[src/rtl/hamming_pkg.sv]
// Shared Hamming(7,4) definitions for the transmit serializer and the decoder's golden checks.
// Frame width grows to 8 bits (SECDED) when HAMMING_PARITY_EXT_EN is defined.
package hamming_pkg;

`ifdef HAMMING_PARITY_EXT_EN
    localparam int unsigned CW_W = 8;
`else
    localparam int unsigned CW_W = 7;
`endif

    localparam logic [2:0] LAST_IDX = 3'(CW_W - 1);

    typedef enum logic [1:0] {
        IDLE,
        SHIFT,
        GAP
    } state_t;

    // Bit i of the result holds Hamming position i+1, so a decoder syndrome maps directly onto it.
    function automatic logic [6:0] hamming74_encode(input logic [3:0] d);
        logic p1;
        logic p2;
        logic p4;
        p1 = d[0] ^ d[1] ^ d[3];
        p2 = d[0] ^ d[2] ^ d[3];
        p4 = d[1] ^ d[2] ^ d[3];
        return {d[3], d[2], d[1], p4, d[0], p2, p1};
    endfunction

endpackage

[src/rtl/hamming_tx_serializer_enc.sv]
// Combinational nibble -> codeword encoder; appends the overall-parity bit when
// HAMMING_PARITY_EXT_EN is defined.
module hamming74_enc
    import hamming_pkg::*;
(
    input  logic [3:0]      data,
    output logic [CW_W-1:0] codeword
);

    logic [6:0] base;

    always_comb begin
        base = hamming74_encode(data);
`ifdef HAMMING_PARITY_EXT_EN
        codeword = {^base, base};
`else
        codeword = base;
`endif
    end

endmodule

[src/rtl/hamming_tx_serializer.sv]
// Hamming(7,4) encoder with one-entry codeword buffer and LSB-first serializer with framing strobes.
// Define HAMMING_PARITY_EXT_EN for 8-bit SECDED frames (overall parity sent last).
module hamming_tx_serializer
    import hamming_pkg::*;
#(
    parameter int unsigned GAP_CYCLES = 0
) (
    input  logic       clk,
    input  logic       rst,
    input  logic [3:0] in_data,
    input  logic       in_valid,
    output logic       in_ready,
    output logic       sout,
    output logic       sout_valid,
    output logic       sout_first,
    output logic       sout_last,
    output logic       busy
);

    localparam logic [3:0] GAP_LAST = 4'(GAP_CYCLES - 1);

    state_t          state;
    logic            buf_full;
    logic [CW_W-1:0] buf_cw;
    logic [CW_W-1:0] sreg;
    logic [CW_W-1:0] enc_cw;
    logic [2:0]      bit_cnt;
    logic [3:0]      gap_cnt;
    logic            take;
    logic            load;
    logic            active_next;
    logic            buf_full_next;

    hamming74_enc u_enc (
        .data     (in_data),
        .codeword (enc_cw)
    );

    // load: the shifter is free at this edge and a buffered codeword is waiting.
    always_comb begin
        load        = 1'b0;
        active_next = 1'b0;
        case (state)
            IDLE:  load = buf_full;
            SHIFT: begin
                if (bit_cnt != LAST_IDX || GAP_CYCLES != 0) active_next = 1'b1;
                else                                         load        = buf_full;
            end
            GAP: begin
                if (gap_cnt != GAP_LAST) active_next = 1'b1;
                else                     load        = buf_full;
            end
            default: load = 1'b0;
        endcase
        take          = in_valid && in_ready;
        buf_full_next = take || (buf_full && !load);
    end

    always_ff @(posedge clk) begin
        if (rst) begin
            state      <= IDLE;
            buf_full   <= 1'b0;
            buf_cw     <= '0;
            sreg       <= '0;
            bit_cnt    <= '0;
            gap_cnt    <= '0;
            sout       <= 1'b0;
            sout_valid <= 1'b0;
            sout_first <= 1'b0;
            sout_last  <= 1'b0;
            busy       <= 1'b0;
            in_ready   <= 1'b1;
        end else begin
            sout       <= 1'b0;
            sout_valid <= 1'b0;
            sout_first <= 1'b0;
            sout_last  <= 1'b0;
            case (state)
                IDLE: state <= IDLE;
                SHIFT: begin
                    if (bit_cnt != LAST_IDX) begin
                        sout       <= sreg[0];
                        sreg       <= sreg >> 1;
                        bit_cnt    <= bit_cnt + 3'd1;
                        sout_valid <= 1'b1;
                        sout_last  <= (bit_cnt == LAST_IDX - 3'd1);
                    end else if (GAP_CYCLES != 0) begin
                        state   <= GAP;
                        gap_cnt <= '0;
                    end else begin
                        state <= IDLE;
                    end
                end
                GAP: begin
                    if (gap_cnt != GAP_LAST) gap_cnt <= gap_cnt + 4'd1;
                    else                     state   <= IDLE;
                end
                default: state <= IDLE;
            endcase

            // Starting a frame overrides the end-of-frame transition above (back-to-back reload).
            if (load) begin
                state      <= SHIFT;
                sreg       <= buf_cw >> 1;
                sout       <= buf_cw[0];
                sout_valid <= 1'b1;
                sout_first <= 1'b1;
                bit_cnt    <= '0;
            end

            if (take) buf_cw <= enc_cw;
            buf_full <= buf_full_next;
            in_ready <= !buf_full_next;
            busy     <= buf_full_next || active_next || load;
        end
    end

endmodule

[config.mk]
export PLATFORM = sky130hd
export DESIGN_NAME = hamming_tx_serializer
export DESIGN_NICKNAME = d
export VERILOG_FILES = /design/src/rtl/hamming_pkg.sv /design/src/rtl/hamming_tx_serializer_enc.sv /design/src/rtl/hamming_tx_serializer.sv
export SDC_FILE = /design/constraint.sdc
export NUM_CORES = 1
export LEC_CHECK = 0
export BUFFER_PORTS_ARGS = -buffer_cell sky130_fd_sc_hd__buf_2
export CAP_MARGIN = 0
export CORE_ASPECT_RATIO = 1.4
export CORE_UTILIZATION = 45
export CTS_BUF_LIST = sky130_fd_sc_hd__clkbuf_2 sky130_fd_sc_hd__clkbuf_4 sky130_fd_sc_hd__clkbuf_8
export CTS_CLUSTER_DIAMETER = 40
export DETAILED_ROUTE_END_ITERATION = 6
export GPL_TIMING_DRIVEN = 0
export SLEW_MARGIN = 25
export SYNTH_ARGS = -nofsm -noshare
export SYNTH_HDL_FRONTEND = slang
export SYNTH_HIERARCHICAL = 1
export SYNTH_SLANG_ARGS = --single-unit
[constraint.sdc]
create_clock -name clk -period 1.7 [get_ports clk]
set_input_delay 0.255 -clock clk [delete_from_list [all_inputs] [get_ports clk]]
set_output_delay 0.255 -clock clk [all_outputs]
set_load 0.02 [all_outputs]
==> out/summary.txt <==
outcome: finished clean
global route overflow: 0
postcts setup bufs: 0
final hold slack: 133.1 ps
drt drc: 0
synthesized area per cell: 9.824 um2
final wirelength: 1863 um
sequential share of the synthesized area: 45.28%
hold buffers post-CTS: 0
Sinks on Clock Net: 24
pin count of the biggest net entering global routing: 14
CTS H-tree lvls: 1
# fillers: 239
Placer Congestion: 0.7100
leak pwr: 0.4965 nW
Cells after Synth: 108
fin util: 53.35%
vias in the first global route: 789
port buffer count: 10
Final Hold Viols: 0
unrepaired setup endpoints after global routing: false
synthesis warning total: 6
area grow syn2layout: 10.73%
Worst-path clk slew: 130 ps
fin nets: 133
CTS tree: yes
startpoint types: flip-flop
Final Setup Violations: 0
Crit path required time: 1960 ps
Slew Viols, Final: 0
Max Clk Rate: 668.5 MHz
area of the multi-input gates: 499.2 um2
syn nets: 118
row cnt: 20
Pwr per Cell Area: 926.4 mW/mm2
post-detail-place hpwl: 1371 um
initial antenna violation count: 0
via/cell ratio: 5.347
Final min period: 1496 ps
ant diodes: 0
Netlist cell types: 27
CP max FO: 8
CTS Buffer Depth: 2
die area: 0.002559 mm2
WS Path Type: reg2reg
first drt pass iteration count: 4
Die X: 43.04 um
total chip power: 1.088 mW
cts repair resizes: 0
final worst path period share: 87.99%
worst vdd ir: 532.9 uV
Worst-Skew Late Latency: 320 ps
core area: 0.002202 mm2
Clock Skew: 1.912 ps
total CTS buffers: 3
first-pass GRT wire length: 3339 um
area of the mapped netlist: 0.001061 mm2
Iter 0 DRT Violations: 23
clock tree root driver cell: clkbuf_4
layout cells sized above 1: 22.95%
Worst Path Arrival: 1760 ps
Max-slew headroom: 66.44%
Reg area: 480.5 um2
initial core utilization: 48.18%
Worst-Margin Slew: 503.4 ps
FF+latch count, synth: 24
DIE HEIGHT: 59.46 um
DR vias: 770
CP endpoint kind: flip-flop
Global Route Usage Sum: 17.28%
Min-Delay Path Class: in2reg
number of max-cap violations: 0
Routed wire per std cell: 12.94 um
Final ANT Viol Nets: 0
final setup TNS: 0 ps
I/O Pins: 13
[flip-flops by register name, summed over array words and instances (netlist names)]
signal      flops
sout_valid      1
sout            1
buf_full        1
buf_cw          7
sout_last       1
bit_cnt         3
sreg            6
in_ready        1
state           1
sout_first      1
busy            1
[final cells by class]
type,instances,area share [%]
Buffer,11,6.283
Clock buffer,4,3.088
Inverter,2,0.6390
Multi-Input combinational cell,71,42.49
Sequential cell,24,40.89
Tap cell,22,2.343
Timing Repair Buffer,10,4.260
[power by group]
group / switching (mW) / leakage (nW) / internal, mW / total, mW
clock: 0.175 / 0.0210 / 0.131 / 0.306
combinational: 0.0850 / 0.279 / 0.0792 / 0.164
sequential: 0.0194 / 0.197 / 0.598 / 0.618
[logic make-up after synthesis]
family,count (synthesis),synth area share [%]
adders and majority gates,3,3.538
buffers and inverters,13,7.665
and+or+nand+nor,37,17.10
xor gates and xnor gates,3,6.722
DFF,24,45.28
muxes,6,5.661
AOI/OAI and AO/OA,22,14.03
[cell usage in the layout, fill, tap and decap left out, drive strengths merged, types with 2 or more instances in the layout]
cell type   n
xor3        3
ha          3
a211oi      5
or2b        2
nor3        2
a21oi      12
dfxtp      24
mux2i       6
nand3       8
inv         2
nor2        8
buf        19
nor3b       2
clkbuf      6
nand2      11
[worst max-delay path: stages (launching register included)]
cell and delay (ps):
dfxtp_1 410, inv_1 80, ha_1 240, a21boi_2 330, or2b_1 260, a21oi_1 110
[per-stage QoR]
step	cell area (um2)	instances	worst slack, ps
after floorplan	1061	108	402.6
after global placement	1139	140	263.3
after detailed placement	1139	140	218.9
after CTS	1175	144	178.3
after global routing	1175	144	46.48
final	1175	144	204.1
[cell usage after synthesis]
master | instances | area share (%)
or3_1 | 1 | 0.59
o21ai_0 | 1 | 0.47
or4_1 | 1 | 0.71
a211oi_1 | 3 | 2.1
buf_4 | 6 | 4.2
a21bo_2 | 1 | 0.94
nor3b_1 | 2 | 1.4
nand2_1 | 11 | 3.9
mux2i_1 | 6 | 5.7
nand3_1 | 8 | 3.8
a21o_1 | 1 | 0.71
a21boi_2 | 1 | 1.1
nor3_1 | 2 | 0.94
xor3_1 | 3 | 6.7
and2b_2 | 1 | 0.83
ha_1 | 3 | 3.5
inv_1 | 2 | 0.71
buf_2 | 2 | 0.94
dfxtp_1 | 24 | 45
buf_6 | 1 | 1.1
nand3b_1 | 1 | 0.71
or2b_1 | 2 | 1.4
nor2_1 | 8 | 2.8
a211oi_2 | 2 | 2.4
a21oi_1 | 12 | 5.7
o31ai_1 | 1 | 0.71
clkbuf_1 | 2 | 0.71
[metal layers]
| layer | global-route usage, % | part of all wire (%) | vias to the layer above |
|---|---|---|---|
| met5 | 0 | 0 | - |
| met2 | 31.82 | 50 | 15 |
| met4 | 9.091 | 2.3 | 0 |
| li1 | - | - | 395 |
| met3 | 1.829 | 2.1 | 5 |
| met1 | 19.24 | 46 | 355 |
[final timing paths]
kind	from	to	slack (ps)	depth (start not counted)
hold reg to reg	sreg[0]	sout	460	2
hold / removal	rst	sout_first	130	2
setup / recovery	bit_cnt[0]	bit_cnt[1]	200	5
setup reg to reg	bit_cnt[0]	bit_cnt[1]	200	5
Power figures use the tool's default switching activity.
